==> config.mk <==
export PLATFORM = sky130hd
export DESIGN_NAME = prm_oblgc_sop_engine
export DESIGN_NICKNAME = d
export VERILOG_FILES = /design/src/rtl/prm_oblgc_sop_engine.sv
export SDC_FILE = /design/constraint.sdc
export NUM_CORES = 2
export LEC_CHECK = 0
export CORE_MARGIN = 8
export CORE_UTILIZATION = 57
export DETAILED_ROUTE_END_ITERATION = 7
export PLACE_DENSITY = 0.77
export SLEW_MARGIN = 20
export SYNTH_ARGS = -nofsm -noshare
export SYNTH_HDL_FRONTEND = slang
export SYNTH_SLANG_ARGS = --single-unit
==> constraint.sdc <==
create_clock -name clk -period 8.4 [get_ports clk]
set_input_delay 1.26 -clock clk [delete_from_list [all_inputs] [get_ports clk]]
set_output_delay 1.26 -clock clk [all_outputs]
set_load 0.005 [all_outputs]
==> src/rtl/prm_oblgc_sop_engine.sv <==
// Programmable sum-of-products obstacle checker for PRM edges: scans a run-time
// loaded table of (care, value) product terms TPC per cycle, stopping on the first hit.
module prm_oblgc_sop_engine #(
    parameter int unsigned IN_W   = 15,
    parameter int unsigned NTERMS = 128,
    parameter int unsigned TPC    = 8,
    parameter int unsigned ID_W   = 16,
    parameter int unsigned CNT_W  = 32
) (
    input  logic                      clk,
    input  logic                      rst,
    input  logic                      cfg_we,
    input  logic [$clog2(NTERMS)-1:0] cfg_addr,
    input  logic [IN_W-1:0]           cfg_care,
    input  logic [IN_W-1:0]           cfg_val,
    input  logic                      cfg_en,
    output logic                      cfg_ready,
    input  logic                      in_valid,
    output logic                      in_ready,
    input  logic [IN_W-1:0]           in_vec,
    input  logic [ID_W-1:0]           in_id,
    output logic                      out_valid,
    input  logic                      out_ready,
    output logic                      out_mask,
    output logic [$clog2(NTERMS)-1:0] out_hit_idx,
    output logic [ID_W-1:0]           out_id,
    input  logic                      clr_cnt,
    output logic [CNT_W-1:0]          total_cnt,
    output logic [CNT_W-1:0]          masked_cnt
);

    localparam int unsigned AW   = $clog2(NTERMS);
    localparam int unsigned NGRP = NTERMS / TPC;
    localparam int unsigned GW   = (NGRP > 1) ? $clog2(NGRP) : 1;
    localparam logic [CNT_W-1:0] CNT_MAX = '1;

    typedef enum logic [1:0] {
        S_IDLE,
        S_SCAN,
        S_DONE
    } state_t;

    state_t            state_q, state_d;
    logic [GW-1:0]     group_q, group_d;
    logic [IN_W-1:0]   vec_q, vec_d;
    logic [ID_W-1:0]   id_q, id_d;
    logic              valid_d, mask_d, rdy_q, rdy_d;
    logic [AW-1:0]     hidx_d;
    logic [ID_W-1:0]   oid_d;

    logic [IN_W-1:0]   care_mem [NTERMS];
    logic [IN_W-1:0]   val_mem  [NTERMS];
    logic [NTERMS-1:0] en_q;

    logic              cfg_wr;
    logic              grp_hit_c;
    logic [AW-1:0]     grp_idx_c;
    logic [AW-1:0]     term_c;
    logic              out_hs;

    assign cfg_ready = rdy_q;
    assign in_ready  = rdy_q;
    assign cfg_wr    = cfg_we & rdy_q;
    assign out_hs    = out_valid & out_ready;

    // Term payload storage; deliberately not reset, enables gate its use.
    always_ff @(posedge clk) begin
        if (cfg_wr) begin
            care_mem[cfg_addr] <= cfg_care;
            val_mem[cfg_addr]  <= cfg_val;
        end
    end

    always_ff @(posedge clk or posedge rst) begin
        if (rst) begin
            en_q <= '0;
        end else if (cfg_wr) begin
            en_q[cfg_addr] <= cfg_en;
        end
    end

    // Evaluate the current group; descending walk leaves the lowest matching index.
    always_comb begin
        grp_hit_c = 1'b0;
        grp_idx_c = '0;
        term_c    = '0;
        for (int i = int'(TPC) - 1; i >= 0; i--) begin
            term_c = AW'(32'(group_q) * TPC + 32'(i));
            if (en_q[term_c] && (((vec_q ^ val_mem[term_c]) & care_mem[term_c]) == '0)) begin
                grp_hit_c = 1'b1;
                grp_idx_c = term_c;
            end
        end
    end

    // Next-state and registered-output intent.
    always_comb begin
        state_d = state_q;
        group_d = group_q;
        vec_d   = vec_q;
        id_d    = id_q;
        mask_d  = out_mask;
        hidx_d  = out_hit_idx;
        oid_d   = out_id;
        case (state_q)
            S_IDLE: begin
                if (in_valid) begin
                    vec_d   = in_vec;
                    id_d    = in_id;
                    group_d = '0;
                    state_d = S_SCAN;
                end
            end
            S_SCAN: begin
                if (grp_hit_c) begin
                    mask_d  = 1'b1;
                    hidx_d  = grp_idx_c;
                    oid_d   = id_q;
                    state_d = S_DONE;
                end else if (group_q == GW'(NGRP - 1)) begin
                    mask_d  = 1'b0;
                    hidx_d  = '0;
                    oid_d   = id_q;
                    state_d = S_DONE;
                end else begin
                    group_d = GW'(group_q + 1'b1);
                end
            end
            S_DONE: begin
                if (out_ready) begin
                    state_d = S_IDLE;
                end
            end
            default: begin
                state_d = S_IDLE;
            end
        endcase
        valid_d = (state_d == S_DONE);
        rdy_d   = (state_d == S_IDLE);
    end

    always_ff @(posedge clk or posedge rst) begin
        if (rst) begin
            state_q     <= S_IDLE;
            group_q     <= '0;
            vec_q       <= '0;
            id_q        <= '0;
            rdy_q       <= 1'b1;
            out_valid   <= 1'b0;
            out_mask    <= 1'b0;
            out_hit_idx <= '0;
            out_id      <= '0;
        end else begin
            state_q     <= state_d;
            group_q     <= group_d;
            vec_q       <= vec_d;
            id_q        <= id_d;
            rdy_q       <= rdy_d;
            out_valid   <= valid_d;
            out_mask    <= mask_d;
            out_hit_idx <= hidx_d;
            out_id      <= oid_d;
        end
    end

    // Saturating statistics; clear wins over a same-cycle handshake.
    always_ff @(posedge clk or posedge rst) begin
        if (rst) begin
            total_cnt  <= '0;
            masked_cnt <= '0;
        end else if (clr_cnt) begin
            total_cnt  <= '0;
            masked_cnt <= '0;
        end else if (out_hs) begin
            if (total_cnt != CNT_MAX) begin
                total_cnt <= total_cnt + CNT_W'(1);
            end
            if (out_mask && (masked_cnt != CNT_MAX)) begin
                masked_cnt <= masked_cnt + CNT_W'(1);
            end
        end
    end

endmodule
==> flow_summary.toml <==
[critical_path]
path_class = "reg2reg"
crit_arrival_ns = 7.15
crit_path_top_delay_cell = "dfrtp_4"
critical_path.max_fanout = 43
crit_required_ns = 9.19
crit_buf_inv = 2
critPathTopFamily = "compound AO/OA/AOI/OAI gates"
cp-end-kind = "flop"
rrSetupSlack_ns = 2.04
slowest_delay_ns = 1.06
cp_common_cell = "buf_4"
cp_cell_sequence = "buf_4 > and2_2 > buf_4 > a22oi_1 > a21oi_1 > o32a_1 > o311ai_1 > nor4_1 > a41oi_1 > and4b_1 > a31oi_4 > mux2_2"
critPathLaunchType = "flop"

[pwr]
leakage_nw = 59.96
ir_worst_vdd_mv = 0.3539
power_density_mw_per_mm2 = 307.3
power_mw = 55.71

[die]
die_area_mm2 = 0.3014
rows = 195
die_w_um = 549.0
core-area_mm2 = 0.2825
start_util_pct = 57.31
die_h_um = 549.0
num_io_pins = 166

[sta]
slew_headroom_pct = 19.27
timing_hold_violations_final = 0
drv_slew = 0
period_minus_slack_ns = 6.363
fin_setup_tns_ns = 0
final.setup_skew_ns = 0.05762
setup_viol = 0
finalCritPeriodShare_pct = 75.75
rsz0062_at_grt = "false"
worst_pin_slew_ns = 1.211
max_freq_mhz = 157.2

[synthesis]
yosys.area.top_type = "edfxtp_1"
syn_inst = 8869
yosysMostFrequentCell = "edfxtp_1"
ys_ff_latch = 4095
yosys.cell_types.count = 92
synth_common_cells = "edfxtp_1 (3840), xor2_1 (1041), mux2i_1 (351)"
async_reset_ff_share_pct = 6.227
yosysWarnings = 0
synth_top_flop_cell = "edfxtp_1"
ys_seq_area_share_pct = 75.16
ys_top_cells_by_area = "edfxtp_1 (71%), xor2_1 (5.6%), mux4_2 (4.8%), dfrtp_1 (3.9%), mux2i_1 (2.2%)"
syn-cell-area_mm2 = 0.1619
yosysTopAreaCellShare_pct = 71.22
synth_nets = 8947
avgSynthCellArea_um2 = 18.26
synth_edf_count = 3840

[cts]
clockRootBuffer = "clkbuf_16"
clk_path_buf_depth = 4
cts_buffers = 398
cts_resized = 0
ctsHoldBuffers = 0
cts_setup_buffers = 0
tritoncts = "yes"
cts.sinks = 4095
clkSlewWorstSetupHoldPaths_ns = 0.06
clk_latency_ns = 0.94
cts-htree-levels = 5

[route]
postRouteAntennaNets = 0
wirelength_mm = 431.2
initialDrtViolationCount = 12700
wl_per_cell_um = 32.44
drc = 0
dr.pass1.iters = 7
num_vias = 87410
vias_per_cell = 6.576

[global_routing]
grt_pass1_wl_mm = 615.1
antenna_found_initial = 33
gr-total-overflow = 0
grt_usage_pct = 28.08
grt_start_max_net_pins = 135
grt_pass1_vias = 88330

[final_layout]
syn_to_final_growth_pct = 11.95
finish.utilization_pct = 64.16
drive_gt1_share_pct = 16.95
nNetsFinal = 9295

[placed_design]
place_congestion = 0.8532
port_buffers = 165
dp.final_hpwl_mm = 231.1

[min_path]
hold_path.class = "reg2reg"

[status]
status = "complete, no violations"

[job]
cap_viol_max_count = 0
==> state kept, by name (all words and copies together), names as in the netlist <==
name	flops
out_mask	1
state_q	2
total_cnt	32
out_id	16
care_mem	1920
en_q	128
group_q	4
id_q	16
cfg_ready	1
out_hit_idx	7
out_valid	1
val_mem	1920
vec_q	15
masked_cnt	32
==> through the flow <==
| step | instance area, um^2 | hold WS, ns | worst slack, ns | cells |
|---|---|---|---|---|
| floorplan | 161900 | 0.4602 | 0.1283 | 8869 |
| global placement | 168100 | 0.4768 | 2.012 | 12540 |
| detailed placement | 168100 | 0.4896 | 2.061 | 12540 |
| CTS | 180700 | 0.5041 | 2.015 | 13260 |
| global route | 181300 | 0.5166 | 1.899 | 13290 |
| finish | 181300 | 0.5017 | 2.037 | 13290 |
==> routing by layer <==
metal | track usage (%) | vias up | wire [um]
li1 | - | 35510 | -
met1 | 37.27 | 44900 | 153200
met2 | 45.38 | 5915 | 203800
met4 | 12.50 | 12 | 22320
met3 | 5.770 | 1074 | 51800
met5 | 0 | - | 73
==> cell usage in the layout (no fill, tap or decap), types with 111 or more instances in the layout <==
| master | synthesis | routed |
|---|---|---|
| edfxtp_1 | 3840 | 3840 |
| xor2_1 | 1041 | 1041 |
| clkbuf_16 | 0 | 402 |
| mux2i_1 | 351 | 351 |
| mux4_2 | 344 | 344 |
| nand2_1 | 300 | 293 |
| nand3_1 | 290 | 290 |
| mux2_2 | 243 | 243 |
| dfrtp_1 | 254 | 235 |
| buf_4 | 119 | 207 |
| a221oi_1 | 193 | 193 |
| nor2_1 | 294 | 166 |
| o21ai_0 | 146 | 146 |
| clkdlybuf4s50_1 | 0 | 133 |
| xnor2_1 | 131 | 131 |
| clkbuf_1 | 74 | 117 |
| a31oi_1 | 111 | 111 |
==> power breakdown <==
group	internal, mW	switching, mW	total, mW
registers	22.5	0.854	23.4
clock network	9.92	7.41	17.3
logic	5.57	9.43	15.0
==> cell type report <==
type	instances	area (um^2)
sequential	4095	121800
fill	18250	101300
multi-input combinational	4274	37920
clock buffer	551	10940
tap	3743	4683
timing repair buffer	407	4134
clock inverter	174	1634
inverter	41	178.9
antenna	7	17.52
==> worst reg2reg max path, cell delays in order, from the launching register on <==
cell	delay (ns)
dfrtp_4	1.06
buf_4	0.79
and2_2	0.29
buf_4	0.50
a22oi_1	0.21
a21oi_1	0.21
o32a_1	0.18
o311ai_1	0.09
nor4_1	0.82
a41oi_1	0.37
and4b_1	0.46
a31oi_4	0.85
mux2_2	0.45
==> kinds of logic (layout without fill, tap and decap cells) <==
group                    Yosys count  count (layout)  share of synthesized area, %
adder cells (fa/ha/maj)            3               3                       0.02319
other                              0               7                             0
buffers and inverters            500            1173                         1.987
multiplexers                     950             950                         8.754
AO/OA/AOI/OAI                    942             942                         4.211
flip-flops                      4095            4095                         75.16
AND/OR/NAND/NOR                 1207            1207                         3.525
XOR/XNOR                        1172            1172                         6.340
==> final timing paths <==
| kind | start | depth (start not counted) | to |
|---|---|---|---|
| setup reg to reg | group_q[0] | 12 | out_id[13] |
| max in group asynchronous | rst | 3 | masked_cnt[22] |
| hold / removal | id_q[0] | 1 | out_id[0] |
| min in group asynchronous | rst | 2 | id_q[1] |
| setup / recovery | group_q[0] | 12 | out_id[13] |
| hold reg to reg | id_q[0] | 1 | out_id[0] |
Note: power is estimated with default switching activity, not from simulation.
